[config.mk]
export PLATFORM = sky130hd
export DESIGN_NAME = charmatrix_scroller
export DESIGN_NICKNAME = d
export VERILOG_FILES = /design/src/rtl/charmatrix_scroller.sv
export SDC_FILE = /design/constraint.sdc
export NUM_CORES = 1
export LEC_CHECK = 0
export CAP_MARGIN = 20
export CORE_MARGIN = 10
export CORE_UTILIZATION = 30
export DETAILED_ROUTE_END_ITERATION = 8
export GPL_TIMING_DRIVEN = 1
export MAX_ROUTING_LAYER = met4
export PLACE_DENSITY = 0.51
export SETUP_SLACK_MARGIN = 0.1
export SKIP_CTS_REPAIR_TIMING = 1
export SYNTH_ARGS = -nofsm -noshare
export SYNTH_HDL_FRONTEND = slang
export SYNTH_SLANG_ARGS = --single-unit
[constraint.sdc]
create_clock -name clk -period 2.8 [get_ports clk]
set_clock_uncertainty 0.05 [all_clocks]
set_input_delay 0.42 -clock clk [delete_from_list [all_inputs] [get_ports clk]]
set_output_delay 0.42 -clock clk [all_outputs]
set_load 0.03 [all_outputs]
[src/rtl/charmatrix_scroller.sv]
// UART text/colour ring buffer scanned column-major into a WS2812B pixel stream; CHARMATRIX_SERPENTINE_EN reverses odd columns.
// First pix_valid 3 cycles after a frame tick; pixels hold stable until pix_ready, rx_ready is always 1 out of reset.
module charmatrix_scroller #(
  parameter int MAX_CHARS  = 8,
  parameter int CHAR_W     = 5,
  parameter int CHAR_H     = 7,
  parameter int FRAME_DIV  = 262144,
  parameter int SCROLL_DIV = 8,
  localparam int AW = $clog2(MAX_CHARS),
  localparam int GW = CHAR_W * CHAR_H
) (
  input  logic          clk,
  input  logic          reset,
  input  logic [AW:0]   num_chars,
  input  logic          scroll_en,
  input  logic [7:0]    rx_data,
  input  logic          rx_valid,
  output logic          rx_ready,
  input  logic [3:0]    rnd_color,
  output logic [7:0]    rom_addr,
  input  logic [GW-1:0] rom_data,
  output logic          pix_on,
  output logic [3:0]    pix_color,
  output logic          pix_valid,
  input  logic          pix_ready,
  output logic          latch
);

  localparam int GCW = $clog2(CHAR_W + 1);
  localparam int RW  = $clog2(CHAR_H + 1);
  localparam int CCW = $clog2(MAX_CHARS * CHAR_W + 1);
  localparam int FCW = $clog2(FRAME_DIV + 1);
  localparam int SCW = $clog2(SCROLL_DIV + 1);
  localparam int BW  = $clog2(GW + 1);

  localparam logic [2:0] S_IDLE   = 3'd0;
  localparam logic [2:0] S_FETCH  = 3'd1;
  localparam logic [2:0] S_SETTLE = 3'd2;
  localparam logic [2:0] S_SEND   = 3'd3;
  localparam logic [2:0] S_LATCH  = 3'd4;

  logic [2:0]     state;
  logic [7:0]     textbuf  [MAX_CHARS];
  logic [3:0]     colorbuf [MAX_CHARS];
  logic [AW-1:0]  wptr;
  logic [AW-1:0]  slot;
  logic [AW-1:0]  off_slot;
  logic [GCW-1:0] gcol;
  logic [GCW-1:0] off_gcol;
  logic [RW-1:0]  row;
  logic [RW-1:0]  eff_row;
  logic [CCW-1:0] col_cnt;
  logic [CCW-1:0] last_col;
  logic [AW:0]    n_eff;
  logic [AW:0]    n_lat;
  logic [FCW-1:0] fcnt;
  logic [SCW-1:0] scnt;
  logic [3:0]     col_reg;
  logic [BW-1:0]  bit_idx;
  logic [AW-1:0]  slot_nxt;
  logic           frame_tick;
  logic           last_row;
  logic           last_gcol;
  logic           last_slot;
  logic           off_wrap;
  logic           pix_bit;

  always_comb begin
    n_eff = num_chars;
    if (num_chars == '0)
      n_eff = (AW+1)'(1);
    else if (num_chars > (AW+1)'(MAX_CHARS))
      n_eff = (AW+1)'(MAX_CHARS);
  end

  assign frame_tick = (fcnt == FCW'(FRAME_DIV - 1));
  assign last_col   = CCW'(32'(n_lat) * CHAR_W - 1);
  assign last_row   = (row == RW'(CHAR_H - 1));
  assign last_gcol  = (gcol == GCW'(CHAR_W - 1));
  assign last_slot  = ({1'b0, slot} == n_lat - (AW+1)'(1));
  assign slot_nxt   = last_slot ? '0 : slot + 1'b1;

  // Offset wraps at the last virtual column, or if a shrunk num_chars left it out of range.
  assign off_wrap = ({1'b0, off_slot} >= n_lat) ||
                    (({1'b0, off_slot} == n_lat - (AW+1)'(1)) && (off_gcol == GCW'(CHAR_W - 1)));

`ifdef CHARMATRIX_SERPENTINE_EN
  assign eff_row = col_cnt[0] ? RW'(CHAR_H - 1) - row : row;
`else
  assign eff_row = row;
`endif

  assign bit_idx = BW'(gcol) * BW'(CHAR_H) + BW'(eff_row);
  assign pix_bit = rom_data[bit_idx];

  always_ff @(posedge clk) begin
    if (reset) begin
      state     <= S_IDLE;
      rx_ready  <= 1'b0;
      pix_valid <= 1'b0;
      pix_on    <= 1'b0;
      pix_color <= '0;
      latch     <= 1'b0;
      rom_addr  <= '0;
      wptr      <= '0;
      slot      <= '0;
      gcol      <= '0;
      row       <= '0;
      col_cnt   <= '0;
      n_lat     <= '0;
      off_slot  <= '0;
      off_gcol  <= '0;
      fcnt      <= '0;
      scnt      <= '0;
      col_reg   <= '0;
      for (int i = 0; i < MAX_CHARS; i++) begin
        textbuf[i]  <= '0;
        colorbuf[i] <= '0;
      end
    end else begin
      rx_ready <= 1'b1;
      fcnt     <= frame_tick ? '0 : fcnt + 1'b1;

      case (state)
        S_IDLE: begin
          if (frame_tick) begin
            n_lat   <= n_eff;
            row     <= '0;
            col_cnt <= '0;
            if ({1'b0, off_slot} >= n_eff) begin
              slot <= '0;
              gcol <= '0;
            end else begin
              slot <= off_slot;
              gcol <= off_gcol;
            end
            state <= S_FETCH;
          end
        end
        S_FETCH: begin
          rom_addr <= textbuf[slot];
          col_reg  <= colorbuf[slot];
          state    <= S_SETTLE;
        end
        S_SETTLE: begin
          pix_on    <= pix_bit;
          pix_color <= col_reg;
          pix_valid <= 1'b1;
          state     <= S_SEND;
        end
        S_SEND: begin
          if (pix_ready) begin
            pix_valid <= 1'b0;
            if (!last_row) begin
              row   <= row + 1'b1;
              state <= S_SETTLE;
            end else begin
              row <= '0;
              if (col_cnt == last_col) begin
                latch <= 1'b1;
                state <= S_LATCH;
              end else begin
                col_cnt <= col_cnt + 1'b1;
                if (last_gcol) begin
                  gcol  <= '0;
                  slot  <= slot_nxt;
                  state <= S_FETCH;
                end else begin
                  gcol  <= gcol + 1'b1;
                  state <= S_SETTLE;
                end
              end
            end
          end
        end
        S_LATCH: begin
          latch <= 1'b0;
          state <= S_IDLE;
          if (!scroll_en) begin
            off_slot <= '0;
            off_gcol <= '0;
            scnt     <= '0;
          end else if (scnt == SCW'(SCROLL_DIV - 1)) begin
            scnt <= '0;
            if (off_wrap) begin
              off_slot <= '0;
              off_gcol <= '0;
            end else if (off_gcol == GCW'(CHAR_W - 1)) begin
              off_gcol <= '0;
              off_slot <= off_slot + 1'b1;
            end else begin
              off_gcol <= off_gcol + 1'b1;
            end
          end else begin
            scnt <= scnt + 1'b1;
          end
        end
        default: state <= S_IDLE;
      endcase

      // Placed after the FSM so a form feed overrides a same-cycle scroll step.
      if (rx_valid && rx_ready) begin
        if (rx_data == 8'h0C) begin
          for (int i = 0; i < MAX_CHARS; i++) begin
            textbuf[i]  <= '0;
            colorbuf[i] <= '0;
          end
          wptr     <= '0;
          off_slot <= '0;
          off_gcol <= '0;
        end else begin
          textbuf[wptr]  <= rx_data;
          colorbuf[wptr] <= rnd_color;
          wptr <= ({1'b0, wptr} >= n_eff - (AW+1)'(1)) ? '0 : wptr + 1'b1;
        end
      end
    end
  end

endmodule
==> reports/summary.txt <==
Post-layout minimum cycle time - 2.94 ns
Largest reg by FF count - textbuf
Critical R2R Capture - pix_on
Fillers - 2735
Routed WL per cell - 16.6 um
PwrDens - 481 mW/mm^2
Total wire length - 21800 um
Global-route wire length before repair - 34900 um
Hold_ws - 0.410 ns
CP Data Required Time - 3.10 ns
Worst Path Arrival - 3.24 ns
CTS Buffer Depth - 2
Number of global-route vias before repair - 6397
Crit start category - register
Final hold viol count - 0
Layout cell share with drive strength beyond 1 - 0.220
Synth cell types - 67
RSZ-0062 raised after global routing - yes
Die span in y - 192 um
Status - complete, but fails checks
Die X - 192 um
DRC violations left - 0
Fin util - 0.398
Clk_lat worst skew - 0.43 ns
Initial DRC count - 375
CTS tree - yes
Htree depth - 4
Area Growth Syn to Fin - 30.2%
Setup WS post-layout - -0.141 ns
CP startpoint - gcol[0]
# Max-Cap Violations - 0
F_max - 340 MHz
Ant. Diodes - 0
Ys async rst share - 0
EDFF count, synth - 96
Initial Utilization - 0.306
Core Box Area - 0.0289 mm^2
GRT overflow - 0
Die area - 0.0368 mm^2
Power, Total - 0.00554 W
Worst Setup End Kind - register
FP Rows - 62
Via/cell ratio - 4.71
GP Congestion - 0.795
ANT nets after route - 0
Post-Syn Area - 0.00885 mm^2
Clock Sinks - 170
Max-slew headroom - 0.372
Nets@finish - 1016
Hpwl dp - 15800 um
#FFs+latches synth - 170
R2R setup slack - -0.14 ns
Mean post-synth cell area - 11.4 um^2
# setup viols final - 1
DR pass1 iterations - 4
WS Path Type - reg -> reg
Max reg flops - 64
Violated checks - negative setup slack
Syn Inst Count - 775
All-Layer GR Usage - 0.124
Initial antenna violation count - 0
CTS Buf Count - 17
Slew @ Worst Pin - 0.939 ns
I/O Pins - 72
Synth warnings - 0
Port-buffer cells - 71
Worst reg2reg path startpoint - gcol[0]
Most used DFF post-synth - edfxtp_1
Root Driver - clkbuf_16
Worst hold path class - reg -> reg
CP Max Fanout - 3
VDD IR-drop max - 306 uV
Largest net degree at the start of global routing - 42
Cell leakage power - 4.30 nW
Setup crit end - pix_on
R2R depth - 9
CTS clk-pin slew, worst paths - 0.07 ns
Seq/Total Area, Yosys - 0.493
Vias after detailed routing - 6183
Post-Syn Nets - 875
Final worst-path cycle share - 1.05
Largest regs - textbuf (64), colorbuf (32), fcnt (19)
TNS Setup - -0.141 ns
Pins Over Slew Limit - 0
-- layer usage --
metal / routed length, um / track usage / vias to the layer above
met5: 0 / - / -
met4: 151 / 0.0340 / 0
met3: 1050 / 0.0216 / 10
met2: 10600 / 0.204 / 110
met1: 10000 / 0.154 / 2983
li1: - / - / 3080
-- area by class of cell --
class | count | area (um^2) | share of cell area
clock buffers | 17 | 425 | 0.0369
clock inverters | 15 | 211 | 0.0184
inverters | 32 | 120 | 0.0104
multi-input cells | 541 | 4480 | 0.389
flip-flops and latches | 170 | 4380 | 0.380
well taps | 384 | 480 | 0.0417
repair buffers | 154 | 1420 | 0.123
-- cells in the mapped netlist, types with 6 or more instances --
| cell type | instances | area [um^2] |
|---|---|---|
| mux4_2 | 32 | 721 |
| mux2i_1 | 22 | 220 |
| fa_1 | 6 | 120 |
| nand2b_1 | 9 | 56.3 |
| buf_2 | 17 | 85.1 |
| inv_1 | 32 | 120 |
| nand3_1 | 16 | 80.1 |
| xnor2_1 | 20 | 175 |
| edfxtp_1 | 96 | 2880 |
| a21oi_1 | 30 | 150 |
| nor2_1 | 79 | 297 |
| nor3_1 | 9 | 45.0 |
| nand2_1 | 47 | 176 |
| clkbuf_1 | 10 | 37.5 |
| xor2_1 | 17 | 149 |
| a31oi_1 | 6 | 37.5 |
| a211oi_1 | 18 | 135 |
| o21ai_0 | 14 | 70.1 |
| and3_1 | 6 | 37.5 |
| dfxtp_1 | 74 | 1480 |
| ha_1 | 38 | 475 |
| and2_1 | 97 | 607 |
-- through the flow --
step / cells / cell area [um^2] / setup slack [ns]
after floorplan: 775 / 8920 / -0.106
after global placement: 1278 / 10600 / -0.171
after detailed placement: 1278 / 10600 / -0.178
after CTS: 1310 / 11300 / -0.192
after global routing: 1313 / 11500 / -0.307
final: 1313 / 11500 / -0.141
-- critical path, stage by stage, from the launching register on --
cell	delay [ns]
dfxtp_2	0.34
fa_1	0.53
inv_1	0.05
fa_1	0.49
fa_2	0.41
nand2b_4	0.16
a21oi_2	0.13
xor2_1	0.08
or4_1	0.51
a31oi_1	0.13
-- cell usage in the layout, fill, tap and decap left out, types with 6 or more instances in the layout --
cell type / instances
and2_1: 97
edfxtp_1: 96
nor2_1: 76
clkdlybuf4s50_1: 70
buf_4: 70
dfxtp_1: 67
nand2_1: 46
ha_1: 36
mux4_2: 32
inv_1: 29
a21oi_1: 24
mux2i_1: 22
xnor2_1: 19
clkbuf_16: 17
xor2_1: 16
nand3_1: 15
a211oi_1: 15
nand2b_1: 8
nor3_1: 8
o21ai_1: 8
buf_6: 8
o21ai_0: 7
a31oi_1: 6
dfxtp_2: 6
-- worst min path at each step --
stage,startpoint,end,slack [ns],depth (start not counted)
finish,fcnt[18],fcnt[18],0.41,2
floorplan,fcnt[18],fcnt[18],0.37,2
detailed placement,fcnt[18],fcnt[18],0.40,2
CTS,fcnt[18],fcnt[18],0.41,2
global route,pix_valid,pix_valid,0.43,2
global placement,pix_valid,pix_valid,0.39,2
-- logic make-up after synthesis --
family          after synthesis  synth area share
xor+xnor                     40            0.0422
compound gates              101            0.0771
mux                          56             0.109
simple gates                300             0.181
fa+ha+maj                    44            0.0673
buf+inv                      64            0.0300
flops                       170             0.493
-- report_power, final --
group	leakage, nW	internal (W)	switching [W]	total, W
combinational	2.40	0.000169	0.000153	0.000322
sequential	1.59	0.00269	0.0000206	0.00271
clock	0.305	0.00131	0.00119	0.00251
No activity file was read; power rests on OpenSTA's default activity.
